### config.mk
export PLATFORM = sky130hd
export DESIGN_NAME = mips_cpu_mem_arbiter
export DESIGN_NICKNAME = d
export VERILOG_FILES = /design/src/rtl/mips_cpu_pkg.sv /design/src/rtl/mips_cpu_mem_arbiter.sv
export SDC_FILE = /design/constraint.sdc
export NUM_CORES = 1
export LEC_CHECK = 0
export ABC_AREA = 1
export BUFFER_PORTS_ARGS = -buffer_cell sky130_fd_sc_hd__buf_2
export CAP_MARGIN = 40
export CORE_ASPECT_RATIO = 0.5
export CORE_MARGIN = 2
export CORE_UTILIZATION = 30
export DETAILED_ROUTE_END_ITERATION = 10
export HOLD_SLACK_MARGIN = 0.06
export SYNTH_ARGS = -nofsm -noshare
export SYNTH_HDL_FRONTEND = slang
export SYNTH_SLANG_ARGS = --single-unit
### constraint.sdc
create_clock -name clk -period 1.52 [get_ports clk]
set_input_delay 0.076 -clock clk [delete_from_list [all_inputs] [get_ports clk]]
set_output_delay 0.076 -clock clk [all_outputs]
set_load 0.01 [all_outputs]
### src/rtl/mips_cpu_pkg.sv
// Shared types and bus-width constants for the MIPS CPU memory subsystem.
package mips_cpu_pkg;

  localparam int ADDR_W = 32;
  localparam int DATA_W = 32;
  localparam int BE_W   = 4;

  typedef enum logic [1:0] {
    IDLE  = 2'd0,
    INSTR = 2'd1,
    DATA  = 2'd2
  } arb_state_t;

endpackage

### src/rtl/mips_cpu_mem_arbiter.sv
// Shares one waitrequest-style memory bus between the instruction-fetch and data
// ports; data has priority, a saturating counter guarantees fetch progress.
module mips_cpu_mem_arbiter
  import mips_cpu_pkg::*;
#(
  parameter int STARVE_LIMIT = 4
) (
  input  logic              clk,
  input  logic              reset,
  input  logic              i_read,
  input  logic [ADDR_W-1:0] i_address,
  output logic [DATA_W-1:0] i_readdata,
  output logic              i_waitrequest,
  input  logic              d_read,
  input  logic              d_write,
  input  logic [ADDR_W-1:0] d_address,
  input  logic [DATA_W-1:0] d_writedata,
  input  logic [BE_W-1:0]   d_byteenable,
  output logic [DATA_W-1:0] d_readdata,
  output logic              d_waitrequest,
  output logic [ADDR_W-1:0] address,
  output logic              read,
  output logic              write,
  output logic [DATA_W-1:0] writedata,
  output logic [BE_W-1:0]   byteenable,
  input  logic [DATA_W-1:0] readdata,
  input  logic              waitrequest
);

  localparam int CNT_W = $clog2(STARVE_LIMIT + 1);
  localparam logic [CNT_W-1:0] LIMIT_C = CNT_W'(STARVE_LIMIT);

  arb_state_t        state_q, state_d;
  logic [CNT_W-1:0]  starve_cnt_q, starve_cnt_d;
  logic [ADDR_W-1:0] address_q, address_d;
  logic [DATA_W-1:0] writedata_q, writedata_d;
  logic [BE_W-1:0]   byteenable_q, byteenable_d;
  logic              read_q, read_d;
  logic              write_q, write_d;

  logic d_req;
  logic fetch_forced;
  logic i_done;
  logic d_done;

  assign d_req        = d_read | d_write;
  assign fetch_forced = i_read && (starve_cnt_q == LIMIT_C);

  always_comb begin
    state_d      = state_q;
    starve_cnt_d = starve_cnt_q;
    address_d    = address_q;
    writedata_d  = writedata_q;
    byteenable_d = byteenable_q;
    read_d       = read_q;
    write_d      = write_q;
    case (state_q)
      IDLE: begin
        if (d_req && !fetch_forced) begin
          state_d      = DATA;
          address_d    = d_address;
          writedata_d  = d_writedata;
          byteenable_d = d_byteenable;
          // Read and write together is a requester error; the write wins.
          write_d      = d_write;
          read_d       = ~d_write;
          if (!i_read) begin
            starve_cnt_d = '0;
          end else if (starve_cnt_q != LIMIT_C) begin
            starve_cnt_d = starve_cnt_q + CNT_W'(1);
          end else begin
            starve_cnt_d = starve_cnt_q;
          end
        end else if (i_read) begin
          state_d      = INSTR;
          address_d    = i_address;
          writedata_d  = '0;
          byteenable_d = 4'hF;
          read_d       = 1'b1;
          write_d      = 1'b0;
          starve_cnt_d = '0;
        end else begin
          state_d = IDLE;
        end
      end
      INSTR, DATA: begin
        if (!waitrequest) begin
          state_d = IDLE;
          read_d  = 1'b0;
          write_d = 1'b0;
        end else begin
          state_d = state_q;
        end
      end
      default: begin
        state_d = IDLE;
        read_d  = 1'b0;
        write_d = 1'b0;
      end
    endcase
  end

  always_ff @(posedge clk) begin
    if (reset) begin
      state_q      <= IDLE;
      starve_cnt_q <= '0;
      address_q    <= '0;
      writedata_q  <= '0;
      byteenable_q <= '0;
      read_q       <= 1'b0;
      write_q      <= 1'b0;
    end else begin
      state_q      <= state_d;
      starve_cnt_q <= starve_cnt_d;
      address_q    <= address_d;
      writedata_q  <= writedata_d;
      byteenable_q <= byteenable_d;
      read_q       <= read_d;
      write_q      <= write_d;
    end
  end

  // Completion is the first slave-ready cycle of a transfer; never while in reset.
  assign i_done = (state_q == INSTR) && !waitrequest && !reset;
  assign d_done = (state_q == DATA)  && !waitrequest && !reset;

  assign i_waitrequest = ~i_done;
  assign d_waitrequest = ~d_done;
  assign i_readdata    = i_done ? readdata : '0;
  assign d_readdata    = d_done ? readdata : '0;

  assign address    = address_q;
  assign read       = read_q;
  assign write      = write_q;
  assign writedata  = writedata_q;
  assign byteenable = byteenable_q;

endmodule

* After elaboration in Yosys (flattened, before gate mapping) *
Cells that the tools add are included.

operators by class
  mux-type cells = 23
  equal/unequal tests = 7
  add/sub/neg operators = 1
  bitwise operators = 4
  reductions and logical operators = 15

operator list
  kind                 number
  $mux 32              6
  $mux 3               4
  $mux 4               2
  $logic_and 1x1->1    6
  $mux 1               6
  $ne 3x3->1 const B   2
  $mux 2               2
  $pmux 1 s2           2
  $pmux 2 s2           1
  $reduce_and 2->1     2
  $add 3x1->3 const B  1
  $eq 3x3->1 const B   1
  $logic_not 1->1      3
  $ne 3x2->1 const B   1
  $not 1->1            3
  $reduce_and 3->1     1
  $eq 2x1->1 const B   1
  $eq 2x2->1 const B   1
  $logic_not 2->1      1
  $ne 2x2->1 const B   1
  $reduce_bool 2->1    1
  $reduce_or 2->1      1
  $or 1x1->1           1

word-level totals
  input port bits = 138
  flip-flop bits (word level) = 75
  output and inout bits = 136
  logic and storage cells = 57

* Logic depth before layout (Yosys ltp) *
  depth in word-level cells = 6
  mapped depth = 9
  gate-level depth less buffers = 8

* Worst setup path after synthesis *
OpenSTA, ideal clock, no wires.

  kind = reg-to-reg
  start point = reg state_q[0]
  end point = reg address_q[10] (netlist: address[10])
  cell stages (with the launch flop) = 9
  required time = 1.411 ns
  library setup time = 0.109 ns
  arrival = 1.267 ns
  slack = 0.145 ns
  period minus slack after synthesis = 1.375 ns
  buffers on the path = 1
  cells stage by stage = dfxtp_1 > inv_1 > ha_1 > inv_2 > a21oi_4 > buf_2 > nand3_1 > nand2_1 > inv_1

between the ends
  word-level cells in the longest chain between the ends = 2

RTL lines
  what                               line                         source
  from (decl)                        mips_cpu_mem_arbiter.sv:33   arb_state_t state_q, state_d;
  from (signal assigned)             mips_cpu_mem_arbiter.sv:113  state_q <= state_d;
  $logic_not 2->1                    mips_cpu_mem_arbiter.sv:57   case (state_q)
  $reduce_and 2->1 (no source line)  --
  to (signal assigned)               mips_cpu_mem_arbiter.sv:115  address_q <= address_d;
  to (decl)                          mips_cpu_mem_arbiter.sv:35   logic [ADDR_W-1:0] address_q, address_d;

Every way passes these cells.
A chain may end at the register's enable or synchronous reset.

* Worst setup path in the final report *
  start point = reg state_q[0]
  end point = out d_readdata[0]

between the ends
  word-level cells in the longest chain between the ends = 4

RTL lines
  what                             line                         source
  $eq 2x2->1                       mips_cpu_mem_arbiter.sv:125  assign d_done = (state_q == DATA) && !waitrequest && !reset;
  $logic_and 1x1->1 (2 in series)  mips_cpu_mem_arbiter.sv:125
  $mux 32                          mips_cpu_mem_arbiter.sv:130  assign d_readdata = d_done ? readdata : '0;
  to (decl)                        mips_cpu_mem_arbiter.sv:19   output logic [DATA_W-1:0] d_readdata,

Every way passes these cells.

==> impl_metrics.py <==
metrics = {
    "global_routing": {
        "grt_usage_pct": 19.8,
        "grt_pass1_vias": 4438,
        "grt_first_pass_wirelength_um": 21500,
        "antenna_found_initial": 3,
        "overflow": 0,
        "grt_max_degree": 69,
    },
    "timing": {
        "fmax_mhz": 626,
        "worstMarginPinSlew_ns": 0.753,
        "fin_crit_sh_pct": 105,
        "final.min_clock_period_ns": 1.60,
        "final_max_slew_viol_count": 0,
        "setup_violations": 59,
        "rsz0062_at_grt": "true",
        "slew-limit-headroom_pct": 49.8,
        "final-hold-violation-count": 0,
        "setup_slack_ns": -0.0784,
        "fin_skew_ns": 0.00648,
        "setup-tns-final_ns": -2.21,
    },
    "place": {
        "hpwl_um": 9740,
        "io_buffers": 273,
        "placed_cells": 1023,
        "place.gp.congestion": 0.756,
    },
    "critical_path": {
        "path_cells": "inv_4 > ha_4 > nand3_4 > clkbuf_16 > nor2_2 > buf_2",
        "crit_start": "state_q[0]",
        "cpPeakStageDelay_ns": 0.36,
        "path_class": "reg2out",
        "critPathArrivalTime_ns": 1.52,
        "path_delay_family": "buffers and inverters",
        "cp_slowest_cell": "dfxtp_4",
        "crit_buf_inv": 3,
        "cp.depth": 6,
        "critPathCaptureType": "output port",
        "rr_worst_depth": 8,
        "required_ns": 1.44,
        "cp_max_fo": 8,
        "rr_startpoint": "state_q[1]",
        "startpoint_type": "flop",
    },
    "logic_synthesis": {
        "synth.distinct_cells": 20,
        "synth_edf_count": 0,
        "avgSynthCellArea_um2": 6.35,
        "synth_cells": 599,
        "yosys.area.top_type_share_pct": 39.4,
        "syn_nets": 742,
        "yosysWarningCount": 0,
        "ys_seq_elements": 75,
        "synth_ff_type": "dfxtp_1",
        "syn_area_um2": 3810,
        "ys_seq_area_share_pct": 39.4,
        "synth-async-reset-ratio_pct": 0,
        "synthTopCellsByArea": "dfxtp_1 (39%), nand2_1 (14%), inv_1 (11%)",
        "synth_top_cell_by_area": "dfxtp_1",
    },
    "floorplanning": {
        "io_pins": 274,
        "initial_utilization_pct": 30.4,
        "die_x_um": 163,
        "die-area_um2": 13700,
        "die_h_um": 83.6,
        "core_area_um2": 12500,
        "rows": 29,
    },
    "detailed_routing": {
        "avgRoutedWirePerCell_um": 13.3,
        "drcViolationCount": 0,
        "firstDrtPassIters": 6,
        "vias": 5017,
        "drt_wl_total_um": 15000,
        "antenna_left": 0,
        "drt-vias-per-instance": 4.46,
        "drtIter0Drc": 214,
    },
    "layout": {
        "utilization_pct": 56.0,
        "fin_cells": 1125,
        "final_cell_mix": "buf_2 (261), nand2_1 (142), inv_1 (107), dlygate4sd3_1 (72), dfxtp_1 (71)",
        "fillers": 1186,
        "seqCellArea_um2": 1510,
        "finalNetCount": 1091,
        "multiInputGateArea_um2": 1910,
        "final_common_cell": "buf_2",
        "drive_gt1_share_pct": 39.2,
        "layout-area-overhead-vs-synth_pct": 84.3,
    },
    "min_path": {
        "holdCritStartpoint": "d_address[11]",
        "whs_path_depth": 5,
        "hp-class": "in2reg",
    },
    "run": {
        "maxCapViolCount": 0,
    },
    "clock_tree": {
        "cts_max_level": 3,
        "numCtsBuffers": 9,
        "clockBufferDepth": 2,
        "cts.sinks": 75,
        "clkLatencyLatePin_ns": 0.33,
        "clock_tree.root_cell": "clkbuf_16",
        "clkSlewWorstSetupHoldPaths_ns": 0.06,
        "cts_tree": "built",
    },
    "power_and_ir_drop": {
        "p_total_mw": 7.04,
        "p_per_area_nw_per_um2": 1000,
        "power_leakage_nw": 3.90,
        "vdd_drop_max_mv": 0.577,
    },
    "status": {
        "status": "finished with violations",
        "violations": "negative setup slack",
    },
}
-- path summary, 6_finish.rpt --
path	endpoint	slack (ns)
worst max register to register	starve_cnt_q[2]	0.04
worst min-delay path	address[11]	0.07
worst max-delay path	d_readdata[0]	-0.08
worst min register to register	writedata[27]	0.46
-- report_power, final --
group          switching, mW  internal [mW]
Clock                  0.833           1.37
Combinational           1.30           1.12
Sequential             0.151           2.27
Total                   2.28           4.76
-- registers in the layout (all words and copies together), names as in the netlist --
register      flops
writedata        32
starve_cnt_q      3
byteenable        4
state_q           2
write             1
read              1
address          32
-- synthesized netlist by cell type, types with 2 or more instances --
library cell,n
buf_2,12
buf_1,2
inv_2,2
inv_1,109
nand3_1,69
dfxtp_1,75
buf_4,6
nor2_4,2
nand4_1,3
clkbuf_1,14
buf_6,2
nand2_4,2
ha_1,5
o21ai_0,7
nand2_1,143
nor2_1,73
a21oi_1,70
-- per-stage QoR --
step | hold WS (ns) | area, um2 | worst slack (ns)
6_report | 0.0742 | 7010 | -0.0784
4_1_cts | 0.0624 | 6530 | -0.0760
3_3_place_gp | 0.300 | 5400 | 0.131
5_1_grt | 0.0879 | 7010 | -0.154
2_1_floorplan | 0.211 | 3810 | 0.145
3_5_place_dp | 0.307 | 5400 | 0.0572
-- worst register-to-register path, delay by kind of cell (launching register included) --
| family | cells | cell delay [ns] |
|---|---|---|
| fa+ha+maj | 1 | 0.23 |
| flops | 1 | 0.36 |
| buf+inv | 3 | 0.36 |
| compound gates | 2 | 0.30 |
| simple gates | 2 | 0.12 |
-- what timing repair did --
action,4_1_cts,5_1_grt
buffers inserted,0,2
endpoints found under the setup margin,65,106
endpoints found under the hold margin,68,0
gates resized for setup,9,75
hold buffers,72,0
cloned,2,8
pin swaps,0,3
-- per-layer routing --
| metal | part of all wire (%) | track usage (%) | routed length (um) |
|---|---|---|---|
| met5 | 0 | 0 | 0 |
| met4 | 2.4 | 6.60 | 355 |
| met3 | 5.2 | 4.07 | 784 |
| met2 | 52 | 36.9 | 7830 |
| met1 | 40 | 22.5 | 5990 |
-- cells by family after synthesis --
family / count (synthesis) / share of synthesized area (%)
AOI/OAI and AO/OA: 78 / 10.6
adders and majority gates: 5 / 1.64
and+or+nand+nor: 294 / 32.5
buffers and inverters: 147 / 15.9
DFF: 75 / 39.4
-- layout make-up --
cell class | count | share of cell area, %
inverter | 111 | 5.98
antenna | 2 | 0.0714
sequential | 75 | 21.6
multi-input combinational | 377 | 27.3
timing repair buffer | 374 | 37.6
tap | 170 | 3.03
clock inverter | 5 | 0.856
clock buffer | 11 | 3.60
(Power assumes the default switching activity.)
